--- config.mk ---
export PLATFORM = sky130hd
export DESIGN_NAME = pc_sequencer
export DESIGN_NICKNAME = d
export VERILOG_FILES = /design/src/rtl/mips_pkg.sv /design/src/rtl/pc_reg_en.sv /design/src/rtl/pc_sequencer.sv
export SDC_FILE = /design/constraint.sdc
export NUM_CORES = 1
export LEC_CHECK = 0
export ABC_AREA = 0
export CAP_MARGIN = 20
export CORE_UTILIZATION = 49
export DETAILED_ROUTE_END_ITERATION = 16
export PLACE_DENSITY = 0.94
export SLEW_MARGIN = 20
export SYNTH_ARGS = -nofsm -noshare
export SYNTH_HDL_FRONTEND = slang
export SYNTH_SLANG_ARGS = --single-unit
--- constraint.sdc ---
create_clock -name clk -period 6.56 [get_ports clk]
set_clock_uncertainty 0.15 [all_clocks]
set_input_delay 1.64 -clock clk [delete_from_list [all_inputs] [get_ports clk]]
set_output_delay 1.64 -clock clk [all_outputs]
set_load 0.02 [all_outputs]
--- src/rtl/mips_pkg.sv ---
// Shared types and constants for the next-PC sequencer: FSM states, trap
// cause codes, default vectors and a word-alignment helper.
package mips_pkg;

  typedef enum logic [1:0] {
    BOOT    = 2'd0,
    RUN     = 2'd1,
    HANDLER = 2'd2
  } seq_state_t;

  localparam logic [1:0] CAUSE_NONE = 2'd0;
  localparam logic [1:0] CAUSE_EXC  = 2'd1;
  localparam logic [1:0] CAUSE_IRQ  = 2'd2;
  localparam logic [1:0] CAUSE_ADDR = 2'd3;

  localparam logic [31:0] DEF_RESET_VECTOR = 32'h0000_0000;
  localparam logic [31:0] DEF_EXC_VECTOR   = 32'h0000_0080;
  localparam int          DEF_BOOT_CYCLES  = 2;

  // Branch and jump targets are silently word-aligned rather than trapped.
  function automatic logic [31:0] align_word(input logic [31:0] a);
    return a & 32'hFFFF_FFFC;
  endfunction

endpackage

--- src/rtl/pc_reg_en.sv ---
// 32-bit register with load enable and a parameterised synchronous
// active-high reset value; used for both the PC and the EPC.
module pc_reg_en #(
  parameter logic [31:0] RESET_VAL = 32'h0000_0000
) (
  input  logic        clk,
  input  logic        reset,
  input  logic        en,
  input  logic [31:0] d,
  output logic [31:0] q
);

  logic [31:0] r_q;

  always_ff @(posedge clk) begin
    if (reset) begin
      r_q <= RESET_VAL;
    end else if (en) begin
      r_q <= d;
    end
  end

  assign q = r_q;

endmodule

--- src/rtl/pc_sequencer.sv ---
// Next-PC controller: combinational next-PC selection, boot hold, and a
// minimal trap unit (EPC, cause, handler mode, sticky double fault).
module pc_sequencer
  import mips_pkg::*;
#(
  parameter logic [31:0] RESET_VECTOR = DEF_RESET_VECTOR,
  parameter logic [31:0] EXC_VECTOR   = DEF_EXC_VECTOR,
  parameter int          BOOT_CYCLES  = DEF_BOOT_CYCLES
) (
  input  logic        clk,
  input  logic        reset,
  input  logic        stall,
  input  logic        branch_taken,
  input  logic [31:0] branch_target,
  input  logic        jump,
  input  logic [31:0] jump_target,
  input  logic        jr,
  input  logic [31:0] jr_target,
  input  logic        exc_req,
  input  logic        irq,
  input  logic        eret,
  output logic [31:0] pc,
  output logic [31:0] pc_plus4,
  output logic        fetch_valid,
  output logic [31:0] epc,
  output logic [1:0]  cause,
  output logic        in_handler,
  output logic        double_fault,
  output logic [1:0]  dbg_state
);

  localparam logic [15:0] BOOT_INIT = 16'(BOOT_CYCLES - 1);

  seq_state_t  r_state;
  logic [15:0] r_boot_cnt;
  logic [1:0]  r_cause;
  logic        r_double_fault;
  logic        r_fetch_valid;
  logic        r_in_handler;

  logic [31:0] w_pc;
  logic [31:0] w_epc;
  logic [31:0] w_pc_plus4;
  logic        w_jr_mis;
  logic        w_active;
  logic [31:0] w_seq_next;
  logic        w_take_trap;
  logic        w_take_eret;
  logic [1:0]  w_trap_code;
  logic [31:0] w_pc_next;
  logic        w_pc_en;
  logic [31:0] w_epc_next;
  logic        w_epc_en;

  assign w_pc_plus4 = w_pc + 32'd4;
  assign w_jr_mis   = jr && (jr_target[1:0] != 2'b00);
  // Stall only freezes the core once it is out of BOOT; BOOT ignores it.
  assign w_active   = (r_state != BOOT) && !stall;

  always_comb begin
    w_seq_next = w_pc_plus4;
    if (jr && !w_jr_mis) begin
      w_seq_next = jr_target;
    end else if (jump) begin
      w_seq_next = align_word(jump_target);
    end else if (branch_taken) begin
      w_seq_next = align_word(branch_target);
    end
  end

  // Trap/eret arbitration; irq is masked in HANDLER and eret is ignored in RUN.
  always_comb begin
    w_take_trap = 1'b0;
    w_take_eret = 1'b0;
    w_trap_code = CAUSE_NONE;
    if (r_state == RUN) begin
      if (exc_req) begin
        w_take_trap = 1'b1;
        w_trap_code = CAUSE_EXC;
      end else if (w_jr_mis) begin
        w_take_trap = 1'b1;
        w_trap_code = CAUSE_ADDR;
      end else if (irq) begin
        w_take_trap = 1'b1;
        w_trap_code = CAUSE_IRQ;
      end
    end else if (r_state == HANDLER) begin
      if (exc_req) begin
        w_take_trap = 1'b1;
        w_trap_code = CAUSE_EXC;
      end else if (eret) begin
        w_take_eret = 1'b1;
      end else if (w_jr_mis) begin
        w_take_trap = 1'b1;
        w_trap_code = CAUSE_ADDR;
      end
    end
  end

  always_comb begin
    w_pc_next = w_seq_next;
    if (w_take_trap) begin
      w_pc_next = EXC_VECTOR;
    end else if (w_take_eret) begin
      w_pc_next = w_epc;
    end
    w_pc_en = w_active;
    // An interrupted instruction completes, so it resumes at its successor.
    w_epc_next = (w_trap_code == CAUSE_IRQ) ? w_seq_next : w_pc;
    w_epc_en   = w_active && w_take_trap && (r_state == RUN);
  end

  pc_reg_en #(.RESET_VAL(RESET_VECTOR)) u_pc_reg (
    .clk   (clk),
    .reset (reset),
    .en    (w_pc_en),
    .d     (w_pc_next),
    .q     (w_pc)
  );

  pc_reg_en #(.RESET_VAL(32'h0000_0000)) u_epc_reg (
    .clk   (clk),
    .reset (reset),
    .en    (w_epc_en),
    .d     (w_epc_next),
    .q     (w_epc)
  );

  always_ff @(posedge clk) begin
    if (reset) begin
      r_state        <= BOOT;
      r_boot_cnt     <= BOOT_INIT;
      r_cause        <= CAUSE_NONE;
      r_double_fault <= 1'b0;
      r_fetch_valid  <= 1'b0;
      r_in_handler   <= 1'b0;
    end else begin
      case (r_state)
        BOOT: begin
          if (r_boot_cnt == 16'd0) begin
            r_state       <= RUN;
            r_fetch_valid <= 1'b1;
          end else begin
            r_boot_cnt <= r_boot_cnt - 16'd1;
          end
        end
        RUN: begin
          if (w_active && w_take_trap) begin
            r_state      <= HANDLER;
            r_in_handler <= 1'b1;
            r_cause      <= w_trap_code;
          end
        end
        HANDLER: begin
          if (w_active && w_take_trap) begin
            r_double_fault <= 1'b1;
          end else if (w_active && w_take_eret) begin
            r_state      <= RUN;
            r_in_handler <= 1'b0;
          end
        end
        default: begin
          r_state       <= BOOT;
          r_boot_cnt    <= BOOT_INIT;
          r_fetch_valid <= 1'b0;
          r_in_handler  <= 1'b0;
        end
      endcase
    end
  end

  assign pc           = w_pc;
  assign pc_plus4     = w_pc_plus4;
  assign epc          = w_epc;
  assign cause        = r_cause;
  assign fetch_valid  = r_fetch_valid;
  assign in_handler   = r_in_handler;
  assign double_fault = r_double_fault;
  assign dbg_state    = r_state;

endmodule

==> results of run 1 <==
area by class of cell:
type	count	area (µm²)	share of cell area, %
well taps	140	175	2.19
repair buffers	212	2090	26.1
clock buffers	9	225	2.81
clock inverters	7	78.8	0.984
flip-flops and latches	87	1740	21.7
multi-input cells	586	3640	45.4
inverters	16	60.1	0.750
worst reg2reg max path, stage by stage, from the launching register on:
cell     delay, ps
dfxtp_1        390
inv_1           90
ha_1           310
or2_0          260
buf_4          230
nor3b_2        180
buf_4          220
nand3_1        660
a311o_1        560
o21ai_1        100
power groups by stage:
stage                     clock network [W]  logic, W  registers, W
after floorplan                           0  0.000418      0.000707
after global routing               0.000557  0.000829      0.000689
after detailed placement                  0  0.000751      0.000688
final                              0.000538  0.000773      0.000683
after CTS                          0.000532  0.000759      0.000677
after global placement                    0  0.000738      0.000685
state kept, by name, summed over array words and instances, names as in the netlist:
register / cells
fetch_valid: 1
u_epc_reg.q: 32
dbg_state: 2
u_pc_reg.q: 32
cause: 2
double_fault: 1
in_handler: 1
r_boot_cnt: 16
worst max path at each step:
stage,from,endpoint,cells past startpoint
after global placement,branch_taken,u_epc_reg.q[23],7
after floorplan,u_pc_reg.q[2],pc_plus4[18],6
final,u_pc_reg.q[2],pc_plus4[20],6
after CTS,u_pc_reg.q[4],pc_plus4[21],5
after detailed placement,branch_taken,u_epc_reg.q[23],7
after global routing,u_pc_reg.q[4],pc_plus4[21],5
metal layers:
metal  share of wire (%)  wire, µm
met1                  36      8260
met2                  45     10400
met3                  14      3110
met4                 5.0      1150
met5                   0         0
kinds of logic (layout without fill, tap and decap cells):
kind of cell	count (synthesis)	count (layout)	synth area share [%]
AND/OR/NAND/NOR	298	298	27.1
AO/OA/AOI/OAI	246	246	29.8
flip-flops	87	87	30.8
buffers and inverters	76	244	5.37
XOR/XNOR	31	31	4.80
adder cells (fa/ha/maj)	6	6	1.33
multiplexers	5	5	0.885
cells in the mapped netlist, types with 7 or more instances:
cell type,count
a211oi_1,19
a21oi_1,57
a221o_1,9
a22oi_1,8
a31oi_1,9
a32oi_1,7
and3_1,17
clkbuf_1,49
dfxtp_1,87
inv_1,15
nand2_1,62
nand3_1,23
nand4_1,18
nor2_1,84
nor3_1,26
o211ai_1,17
o21ai_0,31
o21ai_1,12
o22ai_1,17
o31ai_1,10
or3_1,11
xnor2_1,21
xor2_1,10
per-stage QoR:
step / instance area [µm²] / instances
after CTS: 8010 / 1057
after global placement: 7700 / 1041
after detailed placement: 7700 / 1041
after global routing: 8010 / 1057
after floorplan: 5660 / 749
final: 8010 / 1057
==> run summary, run 1 <==
Comb pwr share - 38.8%
Syn_area_per_cell - 7.55 µm²
Critical path required time - 4770 ps
Int Pwr - 0.00124 W
Hold_ws - 330 ps
Most common cell after layout, fill and taps aside - clkdlybuf4s50_1
Yosys cell types - 72
Met3 Track Usage GR - 8.71%
Register area share after synthesis - 30.8%
Syn. warnings - 0
R2R setup slack - 3340 ps
CP Capture Type - primary output
Seq pwr share - 34.2%
FILL cells - 818
Max Fclk - 0.197 GHz
Grt met1 use - 47.9%
First-pass GRT wire length - 35100 µm
Clock Power Share - 27.0%
RSZ-0062 raised after global routing - false
IO Count - 208
Ys async rst share - 0%
DR iter-0 viols - 997
Dpl ws - 1810 ps
Post-synth net total - 860
Hold Crit Start - u_epc_reg.q[2]
PD cells - 249 nW/µm²
Actual slew at the worst max-slew pin - 1190 ps
Clk pin slew, worst setup/hold paths - 70 ps
Pins over their slew limit - 0
Crit-path cells - ha_1, inv_1, or4_4, or3_1, nand2_1, clkdlybuf4s50_1
DRT Wirelength - 22900 µm
Final hold vios - 0
Core area - 11000 µm²
Vias per inst - 6.82
Post-synth design cell area - 5660 µm²
Post-synth EDFFs - 0
Worst EP arrival - 3280 ps
Ant diodes - 0
TNS Setup - 0 ps
Largest cells by area after synthesis - dfxtp_1, nor2_1, a21oi_1
Sw frac - 38.0%
First-pass DRT Iterations - 5
Port bufs - 203
Worst r2r src - dbg_state[1]
Worst path slowest cell - clkdlybuf4s50_1
Vias in the first global route - 6720
Slowest Stage Delay on Critical Path - 630 ps
Final core occ - 72.6%
R2R Path End - u_pc_reg.q[13]
Final WS setup - 1490 ps
Placer Congestion - 1.00
Leakage - 2.89 nW
Initial Utilization - 51.3%
CTS H-tree lvls - 3
Row cnt - 38
Max_slew headroom - 20.7%
Cell taking the most area after synthesis - dfxtp_1
Final period util - 77.2%
Crit path kind - register to primary output
Quantity of gates resized following cts - 0
Worst path bufs/invs - 2
Hold path endpoint - u_epc_reg.q[2]
TritonCTS clock tree - done
Tmin final - 5070 ps
Global routing's busiest layer - met2
Crit-path max FO - 10
Synth Register Bits - 87
Pin count of the biggest net entering global routing - 55
Initial antenna violation count - 0
Run status - completed
Hold Crit Class - register to register
CTS sink count - 87
Peak supply drop - 166 µV
CTS Buf Count - 9
Nets - 1023
Root Driver - clkbuf_16
Die X - 109 µm
Design Power - 0.00199 W
Most used flip-flop cell after synthesis - dfxtp_1
Yosys top cell area share - 30.8%
CP delay by family, top - simple AND/OR/NAND/NOR gates
Routed Antenna Nets - 0
CP Launch Type - register
Detailed-route DRC error count - 0
Max Buffers Root-to-Sink - 2
Switching power - 0.000757 W
Hold buffers post-CTS - 0
R2R cell count - 9
GRT overflow - 0
Die height - 109 µm
Layout cells sized above 1 - 6.00%
M2 GR Usage - 62.1%
Setup repair bufs after CTS - 0
Post-DP HPWL - 15800 µm
Clk_lat worst skew - 340 ps
Full die area - 12000 µm²
Via count - 7213
Gate Count Post-Synth - 749
Maximum Capacitance Violations - 0
Most frequent cells in the layout - clkdlybuf4s50_1, dfxtp_1, nor2_1, nand2_1, a21oi_1
Worst Hold Depth - 2
Final setup fails - 0
Total track usage - 38.5%
Layout area overhead - 41.6%
DR WL/cell - 21.7 µm
Note: power is estimated with default switching activity, not from simulation.
==> run 2: changes to the inputs <==
--- a/config.mk
+++ b/config.mk
@@ -7,9 +7,9 @@
 export LEC_CHECK = 0
 export ABC_AREA = 0
 export CAP_MARGIN = 20
-export CORE_UTILIZATION = 49
+export CORE_UTILIZATION = 46
 export DETAILED_ROUTE_END_ITERATION = 16
-export PLACE_DENSITY = 0.94
+export PLACE_DENSITY = 0.89
 export SLEW_MARGIN = 20
 export SYNTH_ARGS = -nofsm -noshare
 export SYNTH_HDL_FRONTEND = slang
==> constraint.sdc (replaced) <==
create_clock -name clk -period 5.2 [get_ports clk]
set_clock_uncertainty 0.15 [all_clocks]
set_input_delay 1.3 -clock clk [delete_from_list [all_inputs] [get_ports clk]]
set_output_delay 1.3 -clock clk [all_outputs]
set_load 0.02 [all_outputs]
==> run 2 against run 1 <==
Global-route usage down 3.1 points; non-clock buffer count up 10; power up 28%; critical path depth down 1; hold slack better by 1.3 ps; via count down 3.0%; setup slack worse by 880 ps; final area up 1.3%; sequential share of layout area down 0.28 points; register-to-register slack worse by 1200 ps; largest cell class unchanged.
==> run summary, run 2 (synthesized netlist as in run 1, its figures left out) <==
Global routing's busiest layer - met2
Final setup fails - 0 (unchanged)
M2 GR Usage - 57.8% (-4.3 points)
Post-DP HPWL - 15600 µm (-0.83%)
FILL cells - 956 (+17%)
Run status - completed
Final WS setup - 613 ps (-881 ps)
Routed Antenna Nets - 0 (unchanged)
IO Count - 208 (unchanged)
Layout area overhead - 43.5%
Max_slew headroom - 40.4% (+20 points)
TritonCTS clock tree - done
Row cnt - 40 (+5.3%)
Cell total after placement - 1058 (+1.6%)
Critical path required time - 3750 ps (-1020 ps)
Vias in the first global route - 6550 (-2.5%)
Core area - 12000 µm² (+8.9%)
Hold buffers post-CTS - 0 (unchanged)
Layout cells sized above 1 - 7.12% (+1.1 points)
Hold Crit Class - register to register
Nets - 1033 (+0.98%)
Quantity of gates resized following cts - 0 (unchanged)
CP Launch Type - register
Setup repair bufs after CTS - 0 (unchanged)
Final non-filler cell total - 1074 (+1.6%)
DR WL/cell - 21.0 µm (-3.1%)
Crit path kind - register to primary output
Tmin final - 4590 ps
First-pass GRT wire length - 35200 µm (+0.16%)
CTS H-tree lvls - 3 (unchanged)
Initial antenna violation count - 0 (unchanged)
DRT Wirelength - 22600 µm (-1.5%)
Met3 Track Usage GR - 8.30% (-0.41 points)
Clk_lat worst skew - 350 ps (about the same)
Full die area - 12700 µm² (+6.4%)
Dpl ws - 1040 ps (-770 ps)
GRT overflow - 0 (unchanged)
Grt met1 use - 43.1% (-4.8 points)
Root Driver - clkbuf_16
RSZ-0062 raised after global routing - false
Actual slew at the worst max-slew pin - 895 ps (-290 ps)
Most frequent cells in the layout - clkdlybuf4s50_1, dfxtp_1, nor2_1, nand2_1, a21oi_1
Design Power - 0.00255 W (+28%)
Clk pin slew, worst setup/hold paths - 60 ps (about the same)
DR iter-0 viols - 812 (-19%)
Placer Congestion - 0.994 (-0.86%)
Detailed-route DRC error count - 0 (unchanged)
Crit-path max FO - 10 (unchanged)
CTS Buf Count - 9 (unchanged)
CTS sink count - 87 (unchanged)
Die height - 113 µm (+3.1%)
Max Fclk - 0.218 GHz
Leakage - 2.95 nW (+1.9%)
Total track usage - 35.4% (-3.1 points)
Worst EP arrival - 3140 ps (-140 ps)
Most common cell after layout, fill and taps aside - clkdlybuf4s50_1
Pin count of the biggest net entering global routing - 38 (-31%)
Pins over their slew limit - 0 (unchanged)
Ant diodes - 0 (unchanged)
Final period util - 88.2%
Vias per inst - 6.51 (-4.5%)
First-pass DRT Iterations - 6 (+1)
Initial Utilization - 47.1% (-4.2 points)
CP Capture Type - primary output
Max Buffers Root-to-Sink - 2 (unchanged)
Via count - 6996 (-3.0%)
Peak supply drop - 228 µV (+37%)
Maximum Capacitance Violations - 0 (unchanged)
Final hold vios - 0 (unchanged)
PD cells - 314 nW/µm² (+26%)
Port bufs - 203 (unchanged)
TNS Setup - 0 ps (unchanged)
Die X - 113 µm (+3.1%)
[run 2: changes by cell type in the layout (fill, tap and decap cells not counted), sizes merged]
cell and delta:
buf +10, inv -2, bufinv +1, clkinvlp +1
[run 2: metal layers]
| metal | vias up | routed length (µm) |
|---|---|---|
| met3 | 110 | 2660 |
| li1 | 3158 | - |
| met2 | 549 | 10400 |
| met1 | 3179 | 8280 |
| met4 | 0 | 1240 |
| met5 | - | 0 |
[run 2: where the power goes]
part / switching, W / internal, W
Combinational: 0.000538 / 0.000443
Sequential: 0.000113 / 0.000745
Clock: 0.000287 / 0.000422
Total: 0.000938 / 0.00161
[run 2: cell type report]
class | instances | area (µm²) | area share, %
Timing Repair Buffer | 222 | 2180 | 26.9
Tap cell | 147 | 184 | 2.27
Clock inverter | 7 | 95.1 | 1.17
Clock buffer | 9 | 225 | 2.77
Inverter | 16 | 60.1 | 0.740
Sequential cell | 87 | 1740 | 21.5
Multi-Input combinational cell | 586 | 3630 | 44.7
[run 2: metrics by stage]
stage / hold WS (ps) / cell area, µm² / utilization, %
2_1_floorplan: 314 / 5660 / -
3_3_place_gp: 308 / 7790 / 64.9
3_5_place_dp: 315 / 7790 / 64.9
4_1_cts: 329 / 8110 / 67.5
5_1_grt: 356 / 8120 / 67.6
6_report: 331 / 8120 / 67.6
[run 2: path summary, 6_finish.rpt]
path | start | end | slack (ps) | depth (start not counted)
hold / removal | fetch_valid | fetch_valid | 330 | 2
hold reg to reg | fetch_valid | fetch_valid | 330 | 2
setup reg to reg | u_pc_reg.q[2] | u_epc_reg.q[20] | 2190 | 7
setup / recovery | u_pc_reg.q[4] | pc_plus4[21] | 610 | 5
[run 2: worst max-delay path: stages (launching register included)]
cell and delay, ps:
dfxtp_1 550, and4_1 480, nand2_1 210, or4_1 600, xnor2_1 280, clkdlybuf4s50_1 670
